**config.mk**
```make
export PLATFORM = sky130hd
export DESIGN_NAME = imem_fetch_ctrl
export DESIGN_NICKNAME = d
export VERILOG_FILES = /design/src/rtl/imem_fetch_ctrl.sv
export SDC_FILE = /design/constraint.sdc
export NUM_CORES = 2
export LEC_CHECK = 0
export BUFFER_PORTS_ARGS = -buffer_cell sky130_fd_sc_hd__buf_2
export CORE_MARGIN = 2
export CORE_UTILIZATION = 56
export DETAILED_ROUTE_END_ITERATION = 7
export GPL_TIMING_DRIVEN = 0
export PLACE_DENSITY_LB_ADDON = 0.08
export SETUP_SLACK_MARGIN = 0.1
export SKIP_LAST_GASP = 1
export SLEW_MARGIN = 20
export SYNTH_ARGS = -nofsm -noshare
export SYNTH_HDL_FRONTEND = slang
export SYNTH_SLANG_ARGS = --single-unit
```
**constraint.sdc**
```tcl
create_clock -name clk -period 2.2 [get_ports clk]
set_input_delay 0.22 -clock clk [delete_from_list [all_inputs] [get_ports clk]]
set_output_delay 0.22 -clock clk [all_outputs]
set_load 0.02 [all_outputs]
```
**src/rtl/imem_fetch_ctrl.sv**
```systemverilog
// imem_fetch_ctrl
// ----------------
// Synchronous-read instruction memory behind a request/response fetch
// handshake. One fetch is outstanding at a time. A fetch is answered
// WAIT_CYCLES+1 cycles after it is accepted, and the response is held
// until it is consumed. A program-load write port can update the array
// in any state. Misaligned or out-of-range fetches return NOP_INST with
// rsp_fault set. The fault path has the same timing as a normal fetch.
//
// Ports
//   clk        in   clock, rising edge
//   rst_n      in   asynchronous active-low reset
//   req_valid  in   fetch request valid
//   req_pc     in   [31:0] byte address of the fetch
//   req_ready  out  request can be accepted this cycle (combinational)
//   rsp_valid  out  response valid
//   rsp_ready  in   consumer accepts the response
//   rsp_inst   out  [31:0] fetched instruction (NOP_INST on fault)
//   rsp_pc     out  [31:0] PC of the answered request
//   rsp_fault  out  misaligned / out-of-range fetch
//   flush      in   abort any in-flight fetch
//   load_en    in   program-load write enable
//   load_addr  in   [ADDR_W-1:0] word index to write
//   load_data  in   [31:0] word to write
module imem_fetch_ctrl #(
  parameter int unsigned ADDR_W      = 6,
  parameter int unsigned WAIT_CYCLES = 1,
  parameter logic [31:0] NOP_INST    = 32'h00000013
) (
  input  logic              clk,
  input  logic              rst_n,
  input  logic              req_valid,
  input  logic [31:0]       req_pc,
  output logic              req_ready,
  output logic              rsp_valid,
  input  logic              rsp_ready,
  output logic [31:0]       rsp_inst,
  output logic [31:0]       rsp_pc,
  output logic              rsp_fault,
  input  logic              flush,
  input  logic              load_en,
  input  logic [ADDR_W-1:0] load_addr,
  input  logic [31:0]       load_data
);

  localparam int unsigned DEPTH     = 2 ** ADDR_W;
  // The count loaded on entry to WAIT. It is never used when WAIT_CYCLES is 0.
  localparam logic [3:0]  WAIT_INIT = 4'(WAIT_CYCLES - 1);

  typedef enum logic [1:0] {
    S_IDLE,
    S_WAIT,
    S_RESP
  } state_t;

  state_t      state_q, state_d;
  logic [3:0]  cnt_q, cnt_d;
  logic [31:0] cap_pc_q, cap_pc_d;
  logic        cap_fault_q, cap_fault_d;
  logic [31:0] rsp_inst_q, rsp_inst_d;
  logic [31:0] rsp_pc_q, rsp_pc_d;
  logic        rsp_fault_q, rsp_fault_d;

  logic [31:0] mem [0:DEPTH-1];

  logic              accept;
  logic              req_fault;
  logic              enter_resp;
  logic [31:0]       src_pc;
  logic              src_fault;
  logic [ADDR_W-1:0] rd_idx;

  assign req_ready = (state_q == S_IDLE) && !load_en && !flush;
  assign accept    = req_valid && req_ready;
  // Upper address bits are only range-checked. They never index the array.
  assign req_fault = (req_pc[1:0] != 2'b00) || (req_pc[31:2] >= 30'(DEPTH));

  always_comb begin
    state_d     = state_q;
    cnt_d       = cnt_q;
    cap_pc_d    = cap_pc_q;
    cap_fault_d = cap_fault_q;
    enter_resp  = 1'b0;
    src_pc      = cap_pc_q;
    src_fault   = cap_fault_q;

    case (state_q)
      S_IDLE: begin
        if (accept) begin
          cap_pc_d    = req_pc;
          cap_fault_d = req_fault;
          if (WAIT_CYCLES == 0) begin
            // With no wait states, the array is read on the accept edge itself.
            state_d    = S_RESP;
            enter_resp = 1'b1;
            src_pc     = req_pc;
            src_fault  = req_fault;
          end else begin
            state_d = S_WAIT;
            cnt_d   = WAIT_INIT;
          end
        end
      end
      S_WAIT: begin
        if (flush) begin
          state_d = S_IDLE;
        end else if (cnt_q == 4'd0) begin
          state_d    = S_RESP;
          enter_resp = 1'b1;
        end else begin
          cnt_d = cnt_q - 4'd1;
        end
      end
      S_RESP: begin
        // Flush wins over rsp_ready, but both simply return to IDLE.
        if (flush || rsp_ready) begin
          state_d = S_IDLE;
        end
      end
      default: state_d = S_IDLE;
    endcase
  end

  assign rd_idx = src_pc[ADDR_W+1:2];

  // The response registers only change on the edge that enters RESP.
  // They hold their values while the response waits and after it is consumed.
  always_comb begin
    rsp_inst_d  = rsp_inst_q;
    rsp_pc_d    = rsp_pc_q;
    rsp_fault_d = rsp_fault_q;
    if (enter_resp) begin
      rsp_inst_d  = src_fault ? NOP_INST : mem[rd_idx];
      rsp_pc_d    = src_pc;
      rsp_fault_d = src_fault;
    end
  end

  always_ff @(posedge clk or negedge rst_n) begin
    if (!rst_n) begin
      state_q     <= S_IDLE;
      cnt_q       <= 4'd0;
      cap_pc_q    <= 32'd0;
      cap_fault_q <= 1'b0;
      rsp_inst_q  <= NOP_INST;
      rsp_pc_q    <= 32'd0;
      rsp_fault_q <= 1'b0;
    end else begin
      state_q     <= state_d;
      cnt_q       <= cnt_d;
      cap_pc_q    <= cap_pc_d;
      cap_fault_q <= cap_fault_d;
      rsp_inst_q  <= rsp_inst_d;
      rsp_pc_q    <= rsp_pc_d;
      rsp_fault_q <= rsp_fault_d;
    end
  end

  // The array has no reset. A read on the same edge as a write to the same
  // word sees the old contents because of nonblocking update ordering.
  always_ff @(posedge clk) begin
    if (load_en) begin
      mem[load_addr] <= load_data;
    end
  end

  assign rsp_valid = (state_q == S_RESP);
  assign rsp_inst  = rsp_inst_q;
  assign rsp_pc    = rsp_pc_q;
  assign rsp_fault = rsp_fault_q;

endmodule
```
==> flow_summary_export.csv <==
group,metric,value,unit
run_status,outcome,"finished, violations left",
run_status,violations,"negative hold slack, negative setup slack",
timing,finClkSkew,0.03452,ns
timing,hold_viol,7,
hold_path,min_delay_path_depth,1,
routing,ant_nets,0,
cts,cts_buffers,210,
synth,ys_seq_area_share,78.04,%
hold_path,min_to,"mem[8][20]",
grt,grt_pass1_wl,360300,um
placed_design,port_buffers,137,
grt,grt_pass1_vias,42830,
cts,clk_latency,0.85,ns
die,die_h,387.0,um
critical_path,cp-start-kind,"flip-flop",
timing,tightest_slew,1.068,ns
cts,clock_sinks,2152,
critical_path,crit_type,"flip-flop to flip-flop",
cells_and_area,seq_area,0.06411,mm2
timing,slew_headroom,28.77,%
timing,hold_slack,-0.01534,ns
timing,setup_viol,76,
cells_and_area,nNetsFinal,4491,
routing,vias,45270,
critical_path,cp-startpoint,"cap_pc_q[2]",
power,seqPwrFrac,41.5,%
routing,drc,0,
synth,ys_async_sr_fraction,4.833,%
power,power_frac_comb,27.0,%
synth,synth-edff-count,2048,
power,internal_power,79.49,mW
power,p_sw,33.12,mW
routing,drt_wl_total,270200,um
critical_path,end_kind,"flip-flop",
power,peakVddDrop,1.185,mV
cells_and_area,n_fill_cell,8655,
hold_path,hp-class,"input pin to flip-flop",
die,coreArea,0.1456,mm2
hold_path,hold_start,"load_data[20]",
synth,synthFlopType,"edfxtp_1",
cells_and_area,multi_input_area,0.01843,mm2
synth,synth.distinct_cells,67,
timing,fin_crit_sh,120.3,%
die,start_util,56.43,%
critical_path,path_max_fanout,8,
synth,yosys_register_bits,2152,
routing,drtIter0Drc,7383,
critical_path,reg2reg_slack,-0.45,ns
synth,yosysWarnings,0,
timing,rsz0062_at_grt,"yes",
cts,cts_tree,"done",
timing,min_period,2.647,ns
power,leakage,33.37,nW
critical_path,worstPathArrival,3.40,ns
flow_run,cap_viol_max_count,0,
die,die-area,0.1498,mm2
grt,antenna_found_initial,13,
routing,avgViaCountPerCell,6.952,
die,rows,140,
routing,wl_per_cell,41.50,um
power,netSwitchingFraction,29.41,%
cells_and_area,area_growth,23.78,%
critical_path,rr_startpoint,"cap_pc_q[2]",
cts,h-tree-depth,4,
synth,syn_inst,3657,
grt,grt_max_degree,65,
synth,synth.cell_area,0.08214,mm2
critical_path,required,2.95,ns
timing,fin_ws,-0.4468,ns
placed_design,routabilityCongestion,0.8862,
routing,first_pass_iters,6,
power,power_density,1107,mW/mm2
die,ios,143,
cts,cts_max_path_buffers,3,
timing,max_freq,377.8,MHz
cells_and_area,drive_gt1_share,39.63,%
timing,slew_violations,0,
synth,avgSynthCellArea,22.46,um2
critical_path,r2r_cells,11,
synth,syn_nets,3735,
grt,grt_use_total,35.94,%
die,dieWidth,387.0,um
cells_and_area,fin_util,69.85,%
cts,root_buffer,"clkbuf_16",
critical_path,reg2reg_to,"rsp_inst[1]",
power,clockPowerShare,31.5,%
cts,path_clk_slew,0.06,ns
placed_design,place_hpwl,172000,um
grt,overflow,0,
-- logic make-up after synthesis --
group	share of synthesized area, %
flops	78.04
compound gates	1.810
buf+inv	1.479
fa+ha+maj	0.03046
xor+xnor	0.02133
mux	16.17
simple gates	2.446
-- metal layers --
| metal | part of all wire [%] | up-vias | track usage, % |
|---|---|---|---|
| met5 | 0.030 | - | 0 |
| met4 | 5.4 | 12 | 15.09 |
| met3 | 14 | 665 | 10.58 |
| met2 | 45 | 3579 | 53.42 |
| met1 | 36 | 24010 | 50.51 |
| li1 | - | 17000 | - |
-- synth_stat cells, types with 25 or more instances --
library cell | instances | share of area, %
o21ai_0 | 40 | 0.24
o22ai_1 | 47 | 0.36
nor2_1 | 112 | 0.51
nand2_1 | 202 | 0.92
clkbuf_1 | 72 | 0.33
mux2_2 | 48 | 0.66
mux4_2 | 549 | 15
edfxtp_1 | 2048 | 75
nand3_1 | 47 | 0.29
buf_2 | 57 | 0.35
buf_4 | 25 | 0.23
dfrtp_1 | 101 | 3.1
mux2i_1 | 38 | 0.46
buf_6 | 35 | 0.48
-- worst max path at each step --
stage	end	slack, ns	cells past startpoint
floorplan	mem[54][0]	-0.36	4
global placement	mem[53][31]	-3.49	3
detailed placement	rsp_inst[30]	-2.25	7
CTS	rsp_inst[14]	-0.37	9
global route	rsp_inst[14]	-0.50	8
finish	rsp_inst[1]	-0.45	11
-- flip-flops by register name, summed over array words and instances (netlist names) --
| name | cells |
|---|---|
| state_q | 2 |
| rsp_fault | 1 |
| rsp_pc | 32 |
| cap_pc_q | 32 |
| mem | 2048 |
| cap_fault_q | 1 |
| cnt_q | 4 |
| rsp_inst | 32 |
-- stage by stage --
step | instance area [um2] | cells | power [mW] | TNS, ns | setup slack [ns]
floorplan | 82440 | 3657 | 60.75 | -232.78 | -0.3573
global placement | 85520 | 5711 | 70.64 | -4246.14 | -3.487
detailed placement | 89090 | 5849 | 70.98 | -1804.92 | -2.255
CTS | 99760 | 6388 | 110.0 | -13.46 | -0.3686
global route | 101700 | 6505 | 114.8 | -18.90 | -0.4960
finish | 101700 | 6511 | 112.6 | -15.61 | -0.4468
-- worst max-delay path: stages (launching register included) --
cell,delay (ns)
dfrtp_1,0.34
buf_6,0.14
buf_12,0.15
buf_12,0.17
buf_16,0.15
buf_12,0.11
buf_16,0.16
buf_6,0.11
mux4_2,0.54
o22ai_2,0.20
o41a_1,0.39
nor3_2,0.06
-- cells in the final DEF (no fill, tap or decap), types with 40 or more instances in the layout --
| cell | count |
|---|---|
| edfxtp_1 | 2048 |
| mux4_2 | 549 |
| clkbuf_16 | 236 |
| buf_4 | 189 |
| nand2_1 | 144 |
| buf_12 | 118 |
| buf_2 | 110 |
| buf_16 | 109 |
| dfrtp_1 | 99 |
| dlygate4sd3_1 | 68 |
| nor2_4 | 64 |
| clkbuf_1 | 55 |
| clkinv_1 | 52 |
| nor2_1 | 46 |
| mux2_2 | 43 |
| nand2_2 | 42 |
| buf_6 | 41 |
| buf_8 | 40 |
-- power by group through the flow --
stage	logic [mW]	clock network (mW)	registers (mW)
detailed placement	23.5	0	47.5
CTS	27.8	35.6	46.6
finish	30.4	35.5	46.7
global route	30.9	37.1	46.8
floorplan	13.0	0	47.7
global placement	23.2	0	47.4
-- cell type report --
type                            count  share of cell area (%)
Timing Repair Buffer              548                   6.862
Multi-Input combinational cell   1296                   18.12
Inverter                            5                 0.02461
Antenna cell                        6                 0.01477
Sequential cell                  2152                   63.05
Tap cell                         1917                   2.359
Clock inverter                    109                  0.8995
Clock buffer                      278                   5.702
Buffer                            200                   2.966
-- timing repair --
| action | CTS | global route |
|---|---|---|
| endpoints found under the hold margin | 477 | 819 |
| setup endpoints to repair | 1326 | 264 |
| hold buffers | 46 | 23 |
| buffers inserted | 103 | 92 |
| gates cloned | 6 | 7 |
| gates resized for setup | 611 | 182 |
| pin swaps | 44 | 120 |
No activity file was read; power rests on OpenSTA's default activity.
